`config.mk`:
```
export PLATFORM = sky130hd
export DESIGN_NAME = pipeline_skid_register
export DESIGN_NICKNAME = d
export VERILOG_FILES = /design/src/rtl/pipeline_skid_register.sv
export SDC_FILE = /design/constraint.sdc
export NUM_CORES = 1
export LEC_CHECK = 0
export BUFFER_PORTS_ARGS = -buffer_cell sky130_fd_sc_hd__buf_2
export CAP_MARGIN = 20
export CORE_AREA = 3 3 70 85
export CTS_CLUSTER_DIAMETER = 100
export CTS_CLUSTER_SIZE = 16
export DETAILED_ROUTE_END_ITERATION = 7
export DIE_AREA = 0 0 73 88
export GPL_TIMING_DRIVEN = 0
export HOLD_SLACK_MARGIN = 0.08
export PLACE_DENSITY = 0.77
export SLEW_MARGIN = 10
export SYNTH_ARGS = -nofsm -noshare
export SYNTH_HDL_FRONTEND = slang
export SYNTH_SLANG_ARGS = --single-unit
```
`constraint.sdc`:
```
create_clock -name Clock -period 1.8 [get_ports Clock]
set_input_delay 0.27 -clock Clock [delete_from_list [all_inputs] [get_ports Clock]]
set_output_delay 0.27 -clock Clock [all_outputs]
set_load 0.1 [all_outputs]
```
`src/rtl/pipeline_skid_register.sv`:
```
// -----------------------------------------------------------------------------
// pipeline_skid_register
//
// Two-entry pipeline-stage register with valid/ready flow control. It sits
// between CPU pipeline stages (IF/ID/EX/MEM/WB). The main entry drives Q.
// The skid entry catches the one beat that can arrive in the cycle after
// downstream stalls. This lets InReady come from flops without losing
// throughput. All transfers are qualified by the global Tick, so the stage
// freezes together with the rest of the pipeline.
//
// Handshake: a beat moves across an interface on a rising Clock edge when
// valid, ready and Tick are all 1 in the cycle before that edge. The
// producer must hold valid and its payload until that happens. Ready may
// depend only on stage state plus Flush/Reset, never on the peer's valid.
//
// Parameters
//   NrOfBits    payload width
//   ResetValue  value loaded into both data entries on reset
//
// Ports
//   Clock      in   sole clock, rising edge
//   Reset      in   synchronous, active-high; priority over Flush and Tick
//   Tick       in   global clock-enable; no state change while 0 (except Reset)
//   Flush      in   synchronous squash; empties the stage on a ticked edge
//   InValid    in   upstream presents a beat on D
//   D          in   upstream payload
//   InReady    out  stage can accept a beat (Flush/Reset gate it combinationally)
//   OutValid   out  Q holds a valid beat
//   Q          out  head payload (main entry)
//   OutReady   in   downstream accepts the head beat
//   Occupancy  out  number of valid entries, 0..2
//   DbgState   out  raw FSM state, for checkers and debug
// -----------------------------------------------------------------------------
module pipeline_skid_register #(
    parameter int unsigned          NrOfBits   = 32,
    parameter logic [NrOfBits-1:0]  ResetValue = '0
) (
    input  logic                 Clock,
    input  logic                 Reset,
    input  logic                 Tick,
    input  logic                 Flush,
    input  logic                 InValid,
    input  logic [NrOfBits-1:0]  D,
    output logic                 InReady,
    output logic                 OutValid,
    output logic [NrOfBits-1:0]  Q,
    input  logic                 OutReady,
    output logic [1:0]           Occupancy,
    output logic [1:0]           DbgState
);

    // The state encoding equals the occupancy count. As a result, Occupancy
    // comes straight from the state flops, and OutValid is a single OR of them.
    typedef enum logic [1:0] {
        ST_EMPTY = 2'd0,
        ST_ONE   = 2'd1,
        ST_FULL  = 2'd2
    } state_t;

    state_t               r_state;
    state_t               w_next_state;
    logic [NrOfBits-1:0]  r_main;
    logic [NrOfBits-1:0]  r_skid;

    logic                 w_in_ready;
    logic                 w_out_valid;
    logic                 w_acc;
    logic                 w_rel;
    logic                 w_load_main_from_d;
    logic                 w_load_main_from_skid;
    logic                 w_load_skid_from_d;

    // Handshake qualifiers
    assign w_acc = InValid & w_in_ready & Tick;
    assign w_rel = w_out_valid & OutReady & Tick;

    // ---------------------------------------------------------------------
    // State register
    // ---------------------------------------------------------------------
    always_ff @(posedge Clock) begin
        if (Reset) begin
            r_state <= ST_EMPTY;
        end else begin
            r_state <= w_next_state;
        end
    end

    // ---------------------------------------------------------------------
    // Next-state and datapath load control
    // ---------------------------------------------------------------------
    always_comb begin
        w_next_state          = r_state;
        w_load_main_from_d    = 1'b0;
        w_load_main_from_skid = 1'b0;
        w_load_skid_from_d    = 1'b0;
        if (Tick) begin
            if (Flush) begin
                // Data entries are left as they are; only validity is dropped.
                w_next_state = ST_EMPTY;
            end else begin
                unique case (r_state)
                    ST_EMPTY: begin
                        if (w_acc) begin
                            w_next_state       = ST_ONE;
                            w_load_main_from_d = 1'b1;
                        end
                    end
                    ST_ONE: begin
                        if (w_acc && w_rel) begin
                            w_next_state       = ST_ONE;
                            w_load_main_from_d = 1'b1;
                        end else if (w_acc) begin
                            // Downstream stalled with a beat in flight: park it.
                            w_next_state       = ST_FULL;
                            w_load_skid_from_d = 1'b1;
                        end else if (w_rel) begin
                            w_next_state = ST_EMPTY;
                        end
                    end
                    ST_FULL: begin
                        // InReady is low here, so acceptance cannot happen.
                        if (w_rel) begin
                            w_next_state          = ST_ONE;
                            w_load_main_from_skid = 1'b1;
                        end
                    end
                    default: begin
                        w_next_state = ST_EMPTY;
                    end
                endcase
            end
        end
    end

    // ---------------------------------------------------------------------
    // Outputs
    // ---------------------------------------------------------------------
    always_comb begin
        // The flop-derived part of InReady depends on state alone. Flush and
        // Reset are gated in here, so a beat that the flush or reset is about
        // to discard never appears accepted to upstream.
        w_in_ready  = (r_state != ST_FULL) & ~Flush & ~Reset;
        w_out_valid = (r_state != ST_EMPTY);
    end

    assign InReady   = w_in_ready;
    assign OutValid  = w_out_valid;
    assign Occupancy = r_state;
    assign DbgState  = r_state;
    assign Q         = r_main;

    // ---------------------------------------------------------------------
    // Data entries
    // ---------------------------------------------------------------------
    always_ff @(posedge Clock) begin
        if (Reset) begin
            r_main <= ResetValue;
            r_skid <= ResetValue;
        end else begin
            if (w_load_main_from_d) begin
                r_main <= D;
            end else if (w_load_main_from_skid) begin
                r_main <= r_skid;
            end
            if (w_load_skid_from_d) begin
                r_skid <= D;
            end
        end
    end

endmodule

```
# ---- Word level (Yosys, flattened, before mapping)
# Index checks and enable logic that the tools add are counted.
dict set report op_classes {
  muxes 22
  n_eq_ne 6
  reduce_logical 5
  bitwise_logic 8
}
# cell n
set ops {}
lappend ops {{$mux W32} 2}
lappend ops {{$mux W1} 12}
lappend ops {{$mux W2} 6}
lappend ops {{$and A1 B1 Y1} 6}
lappend ops {{$ne A3 B3 Y1 const B} 2}
lappend ops {{$pmux W2 S3} 1}
lappend ops {{$ne A5 B5 Y1 const B} 1}
lappend ops {{$reduce_and A4 Y1} 1}
lappend ops {{$reduce_bool A2 Y1} 2}
lappend ops {{$eq A2 B1 Y1 const B} 1}
lappend ops {{$eq A2 B2 Y1 const B} 1}
lappend ops {{$logic_not A2 Y1} 1}
lappend ops {{$ne A2 B2 Y1 const B} 1}
lappend ops {{$not A1 Y1} 2}
lappend ops {{$pmux W1 S2} 1}
lappend ops {{$logic_and A1 B1 Y1} 1}
dict set report totals {
  in_bits 38
  word_cells 44
  output_inout_bits 38
  register_bits 66
}

# ---- Logic depth before layout (Yosys ltp)
# Gate-level depths: netlist of the first run.
dict set report depth {
  depth_word 11
  mapped_depth 6
  mapped_depth_nobuf 4
}

# ---- Worst setup path before layout of the first run
# No wires, ideal clock.
dict set report synth_path {
  kind {register -> output}
  startpoint {reg r_state[0] (netlist: DbgState[0])}
  endpoint {out InReady}
  t_required_ns 1.530
  stages_incl_launch_ff 3
  arrival_ns 3.183
  setup_slack_ns -1.653
  path_buffers 0
  cell_sequence {dfxtp_1 nor2b_1 nor3_1}
}
dict set report synth_between {
  elab_chain_len 3
}
# item line_no
set synth_lines {}
lappend synth_lines {{start, declared} 60} ;# state_t r_state;
lappend synth_lines {{start signal, assigned} 84} ;# r_state <= w_next_state;
lappend synth_lines {{$ne A2 B2 Y1} 142} ;# w_in_ready = (r_state != ST_FULL) & ~Flush & ~Reset;
lappend synth_lines {{$and A1 B1 Y1 (2 in series)} 142}
lappend synth_lines {{end, declared} 44} ;# output logic InReady,
# No other way between the ends.

# ---- Worst setup path after layout of the first run
dict set report layout_path {
  startpoint {reg r_state[1] (netlist: DbgState[1])}
  endpoint {out InReady}
}
# Same word-level chain as after synthesis.

==> metrics.log, run 1 <==
[metrics] actual slew at the worst max-slew pin: 538.4 ps
[metrics] max-cap violations: 0
[metrics] Root Driver: sky130_fd_sc_hd__clkbuf_8
[metrics] overall track demand over capacity in global routing: 18.51%
[metrics] cell family with most CP delay: buffers and inverters
[metrics] clock tree buffer depth: 2
[metrics] core region area: 0.005261 mm²
[metrics] PortBufs: 75
[metrics] cells along the critical path: nor2b_1 -> nor3_4 -> buf_2
[metrics] placement row count: 29
[metrics] number of nets produced by synthesis: 310
[metrics] Fmax: 0.5972 GHz
[metrics] Data required, critical path: 1530 ps
[metrics] unrepaired setup endpoints after global routing: no
[metrics] sequential fraction of design power: 53.3%
[metrics] commonest cells after routing, fill and taps aside: 80 x sky130_fd_sc_hd__buf_2, 66 x sky130_fd_sc_hd__nand2_1, 64 x sky130_fd_sc_hd__dfxtp_1, 36 x sky130_fd_sc_hd__a21oi_1, 32 x sky130_fd_sc_hd__a22o_1
[metrics] Vias: 2,211
[metrics] final max-slew violation count: 0
[metrics] distinct cell type count after synthesis: 26
[metrics] clock share of power: 36.7%
[metrics] final-report hold violation count: 0
[metrics] Post-route DRC: 0
[metrics] wire length per cell after detailed routing: 13.25 µm
[metrics] endpoints failing setup: 0
[metrics] share of the clock period used by the worst path: 93.02%
[metrics] number of warning messages in the yosys log: 0
[metrics] number of placed instances with taps included: 409
[metrics] worst vdd ir: 0.0005132 V
[metrics] relative max-transition margin: 64.11%
[metrics] largest net degree at the start of global routing: 11
[metrics] Clock transition at path regs: 70 ps
[metrics] number of antenna violations at the first check in global routing: 0
[metrics] number of H-tree branching levels: 3
[metrics] effective utilization at floorplan: 48.85%
[metrics] number of flip-flops and latches in the synthesized netlist: 66
[metrics] Sum Neg Setup Slack: 0 ps
[metrics] delay of the slowest cell on the worst path: 440 ps
[metrics] share of layout cells above drive strength 1: 35.73%
[metrics] Tmin final: 1674 ps
[metrics] Total Routed Length: 5605 µm
[metrics] mean number of vias per cell: 5.227
[metrics] Avg Cell Area, Syn: 9.448 µm²
[metrics] crit path setup slack, layout: 125.6 ps
[metrics] critical path buffer and inverter count: 1
[metrics] FILL cells: 474
[metrics] final standard cell utilization of the core: 60.83%
[metrics] worst skew pair latency: 330 ps
[metrics] internal power: 2.066 mW
[metrics] total clock sinks: 66
[metrics] area taken by multi-input logic gates: 0.001126 mm²
[metrics] clock tree from TritonCTS: yes
[metrics] standard cell with the maximum stage delay on the critical path: sky130_fd_sc_hd__buf_2
[metrics] worst min path class: in2reg
[metrics] area of the mapped netlist: 0.002570 mm²
[metrics] number of ports placed on the die boundary: 76
[metrics] count of placed standard cells in the final layout, fillers left out: 423
[metrics] drt first pass iters: 4
[metrics] via count of the first global-routing pass: 2,129
[metrics] initial drt markers: 126
[metrics] share of power burned in combinational logic: 10.0%
[metrics] Post-Syn Instances: 272
[metrics] TritonCTS Buffers: 9
[metrics] power density cells: 869.1 mW/mm²
[metrics] sequential element share of the synthesized area: 51.41%
[metrics] status: finished, final reports clean
[metrics] net load switching power: 0.7160 mW
[metrics] height of the die: 88 µm
[metrics] first-pass GRT wire length: 9321 µm
[metrics] HPWL after detailed placement: 4005 µm
[metrics] CP arrival: 1400 ps
[metrics] area enclosed by the die boundary: 0.006424 mm²
[metrics] net count of the finished layout: 396
[metrics] worst-case setup slack after placement: -45.26 ps
[metrics] Placer Congestion: 0.7941
[metrics] Sw Ratio: 25.74%
[metrics] antenna diode count: 0
[metrics] buffers inserted during post-CTS setup optimization: 0
[metrics] crit path max fanout: 10
[metrics] layout-stage area growth over the synthesis result: 24.54%
[metrics] critical path type: reg2out
[metrics] total area of sequential cells: 0.001324 mm²
[metrics] final clock skew: 9.705 ps
[metrics] startpoint class of the critical path: flop
[metrics] number of nets still failing antenna checks after routing: 0
[metrics] most common library cell in the layout ignoring fill and taps: sky130_fd_sc_hd__buf_2
[metrics] element type at the critical path end: output port
[metrics] chip width: 73 µm
[metrics] Leak: 1.596 nW
[metrics] grt total ovfl: 0
## routing by layer
metal  up-vias  share of wire (%)  routed length [µm]  global-route usage [%]
li1       1125                  -                   -                       -
met1      1024                 45                2512                   22.30
met2        54                 48                2680                   31.00
met3         8                5.7                 319                   4.478
met4         0                1.7                  93                   8.221
met5         -                  0                   0                       0
## sequential cells by signal, summed over array words and instances, names as in the netlist
signal,count
r_skid,32
Q,32
DbgState,2
## worst reg2reg max path: stages, from the launching register on
cell,delay (ps)
sky130_fd_sc_hd__dfxtp_2,370
sky130_fd_sc_hd__nor4b_4,400
sky130_fd_sc_hd__nor3b_4,400
sky130_fd_sc_hd__buf_6,200
sky130_fd_sc_hd__a22o_1,140
sky130_fd_sc_hd__a21o_2,80
## synthesized netlist by cell type, drive strengths merged
library cell	count	area [µm²]
nor2b	1	6.260
nor4b	1	23.77
and3	1	6.260
inv	1	3.750
a22o	32	280.3
buf	13	96.34
and2b	1	7.510
or4	1	7.510
o21ai	1	5.000
o31ai	2	15.01
dfxtp	66	1321
or2	1	6.260
a2bb2oi	1	8.760
nand3	1	5.000
a21oi	36	180.2
a21o	32	261.5
nand3b	1	7.510
nand2b	2	12.51
nand2	66	247.7
nor3b	1	18.77
clkbuf	9	33.78
nor3	2	15.01
## what timing repair did
| action | in CTS | in global routing |
|---|---|---|
| setup endpoints to repair | 0 | 32 |
| resized for setup | 0 | 8 |
| endpoints found under the hold margin | 0 | 0 |
| hold buffers | 0 | 0 |
## path summary, 6_finish.rpt
path,from,end,slack (ps),cells past startpoint
max,DbgState[1],InReady,130,3
min,D[17],r_skid[17],190,3
max reg2reg,DbgState[1],Q[31],150,5
min reg2reg,Q[30],Q[30],440,1
## power groups by stage
stage               sequential [mW]  clock (mW)  combinational [mW]
detailed placement             1.52           0               0.280
CTS                            1.48        1.05               0.280
floorplan                      1.63           0              0.0802
finish                         1.48        1.02               0.278
global placement               1.52           0               0.278
global route                   1.48        1.12               0.296
## through the flow
step           hold WS [ps]  power (mW)  area [µm²]
2_1_floorplan         406.0       1.706        2584
3_3_place_gp          427.9       1.794        3037
3_5_place_dp          435.7       1.797        3037
4_1_cts               172.1       2.817        3196
5_1_grt               177.4       2.897        3201
6_report              186.7       2.782        3201
## logic make-up after synthesis
logic type	count (synthesis)	synth area share, %
AO/OA/AOI/OAI	104	29.21
AND/OR/NAND/NOR	79	14.17
flip-flops	66	51.41
buffers and inverters	23	5.209
## layout make-up
type                       count  share of cell area [%]
multi-input combinational    183                   35.18
clock buffer                  11                   4.418
buffer                        22                   4.222
clock inverter                 3                  0.5473
timing repair buffer          75                   11.73
tap                           62                   2.424
inverter                       1                  0.1173
sequential                    66                   41.36
Power figures use the tool's default switching activity.
==> run 2, diff against run 1 <==
CORE_AREA = 3 3 73 89   (was 3 3 70 85)
DIE_AREA = 0 0 76 92   (was 0 0 73 88)
PLACE_DENSITY = 0.71   (was 0.77)
==> run 2 against run 1 <==
Non-clock buffer count stayed put. First-iteration DRC count is 16% lower. Count of clock-buffer cells in the layout fell by 1. Clock skew about the same. Sequential share of layout area is 0.99 points lower. Sequential cell count is the same. Sequential power hardly changed. Critical endpoint unchanged. Highest routed layer unchanged.
==> metrics.log, run 2 (synthesized netlist as in run 1, its figures left out) <==
[metrics] via count of the first global-routing pass: 2,166
[metrics] final clock skew: 9.288 ps
[metrics] layout-stage area growth over the synthesis result: 27.60%
[metrics] final max-slew violation count: 0
[metrics] count of hold buffers inserted by post-cts repair: 0
[metrics] Fmax: 0.5913 GHz
[metrics] cell family with most CP delay: buffers and inverters
[metrics] effective utilization at floorplan: 45.34%
[metrics] clock tree buffer depth: 2
[metrics] startpoint class of the critical path: flop
[metrics] antenna diode count: 0
[metrics] hold-critical path depth: 3
[metrics] height of the die: 92 µm
[metrics] final-report hold violation count: 0
[metrics] worst vdd ir: 0.0004728 V
[metrics] worst-case setup slack after placement: -80.00 ps
[metrics] actual slew at the worst max-slew pin: 545.0 ps
[metrics] net count of the finished layout: 396
[metrics] crit path setup slack, layout: 108.7 ps
[metrics] chip width: 76 µm
[metrics] number of nets still failing antenna checks after routing: 0
[metrics] overall track demand over capacity in global routing: 17.11%
[metrics] first-pass GRT wire length: 9715 µm
[metrics] sequential fraction of design power: 47.8%
[metrics] Placer Congestion: 0.7816
[metrics] mean number of vias per cell: 4.887
[metrics] clock tree from TritonCTS: yes
[metrics] Sw Ratio: 24.06%
[metrics] cells along the critical path: nor2b_1 -> nor3_4 -> buf_2
[metrics] placement row count: 30
[metrics] power density cells: 945.8 mW/mm²
[metrics] internal power: 2.355 mW
[metrics] number of H-tree branching levels: 3
[metrics] HPWL after detailed placement: 4003 µm
[metrics] net load switching power: 0.7463 mW
[metrics] Total Routed Length: 5629 µm
[metrics] Clock transition at path regs: 70 ps
[metrics] element type at the critical path end: output port
[metrics] Root Driver: sky130_fd_sc_hd__clkbuf_8
[metrics] number of ports placed on the die boundary: 76
[metrics] worst min path class: in2reg
[metrics] drt first pass iters: 4
[metrics] worst reg2reg path depth: 5
[metrics] total clock sinks: 66
[metrics] grt total ovfl: 0
[metrics] largest net degree at the start of global routing: 12
[metrics] worst skew pair latency: 330 ps
[metrics] delay of the slowest cell on the worst path: 440 ps
[metrics] Data required, critical path: 1530 ps
[metrics] relative max-transition margin: 63.67%
[metrics] share of layout cells above drive strength 1: 35.91%
[metrics] Post-route DRC: 0
[metrics] crit path max fanout: 10
[metrics] critical path type: reg2out
[metrics] Leak: 1.624 nW
[metrics] core region area: 0.005668 mm²
[metrics] TritonCTS Buffers: 9
[metrics] CP arrival: 1420 ps
[metrics] commonest cells after routing, fill and taps aside: 80 x sky130_fd_sc_hd__buf_2, 66 x sky130_fd_sc_hd__nand2_1, 64 x sky130_fd_sc_hd__dfxtp_1, 36 x sky130_fd_sc_hd__a21oi_1, 32 x sky130_fd_sc_hd__a22o_1
[metrics] Tmin final: 1691 ps
[metrics] share of power burned in combinational logic: 8.9%
[metrics] cell depth of the worst setup path: 3
[metrics] area enclosed by the die boundary: 0.006992 mm²
[metrics] share of the clock period used by the worst path: 93.96%
[metrics] endpoints failing setup: 0
[metrics] clock share of power: 43.2%
[metrics] max-cap violations: 0
[metrics] most common library cell in the layout ignoring fill and taps: sky130_fd_sc_hd__buf_2
[metrics] standard cell with the maximum stage delay on the critical path: sky130_fd_sc_hd__buf_2
[metrics] FILL cells: 522
[metrics] PortBufs: 75
[metrics] number of antenna violations at the first check in global routing: 0
[metrics] status: finished, final reports clean
[metrics] initial drt markers: 106
[metrics] Vias: 2,160
[metrics] wire length per cell after detailed routing: 12.74 µm
[metrics] critical path buffer and inverter count: 1
[metrics] final standard cell utilization of the core: 57.86%
## run 2: layer usage
layer	up-vias	global-route usage [%]	part of all wire, %
met5	-	0	0
met4	0	5.740	0.78
met3	5	5.599	5.8
met2	57	29.88	50
met1	976	19.70	43
li1	1122	-	-
## run 2: power groups by stage
| stage | combinational, mW | clock [mW] | sequential, mW |
|---|---|---|---|
| floorplan | 0.0802 | 0 | 1.63 |
| global placement | 0.279 | 0 | 1.52 |
| detailed placement | 0.280 | 0 | 1.52 |
| CTS | 0.280 | 1.38 | 1.48 |
| global route | 0.294 | 1.44 | 1.48 |
| finish | 0.277 | 1.34 | 1.48 |
## run 2: worst register-to-register path, cell delays in order, from the launching register on
cell	delay, ps
sky130_fd_sc_hd__dfxtp_2	380
sky130_fd_sc_hd__nor4b_4	400
sky130_fd_sc_hd__nor3b_4	410
sky130_fd_sc_hd__buf_6	200
sky130_fd_sc_hd__a22o_1	150
sky130_fd_sc_hd__a21o_2	80
## run 2: repair_timing
action	CTS	global route
endpoints found under the setup margin	0	26
endpoints found under the hold margin	0	0
setup buffers	0	0
gates resized for setup	0	6
## run 2: area by class of cell
class | count | area, µm² | area share (%)
buffer | 22 | 133.9 | 4.082
clock buffer | 10 | 137.6 | 4.197
clock inverter | 5 | 78.83 | 2.404
inverter | 1 | 3.754 | 0.1145
multi-input combinational | 183 | 1126 | 34.34
sequential | 66 | 1324 | 40.37
tap | 80 | 100.1 | 3.052
timing repair buffer | 75 | 375.4 | 11.45
## run 2: worst paths after layout
path	start	to	slack (ps)
worst max-delay path	DbgState[1]	InReady	110
worst min register to register	Q[23]	Q[23]	450
worst min-delay path	D[5]	r_skid[5]	180
worst max register to register	DbgState[1]	Q[21]	130
## run 2: stage by stage
stage | hold slack, ps | cells | power, mW | TNS (ps) | area (µm²)
2_1_floorplan | 406.0 | 272 | 1.706 | -79.69 | 2584
3_3_place_gp | 428.3 | 427 | 1.796 | -529.4 | 3059
3_5_place_dp | 434.5 | 427 | 1.797 | -669.4 | 3059
4_1_cts | 169.4 | 442 | 3.143 | 0 | 3276
5_1_grt | 173.1 | 442 | 3.222 | -0.5933 | 3279
6_report | 183.8 | 442 | 3.102 | 0 | 3279
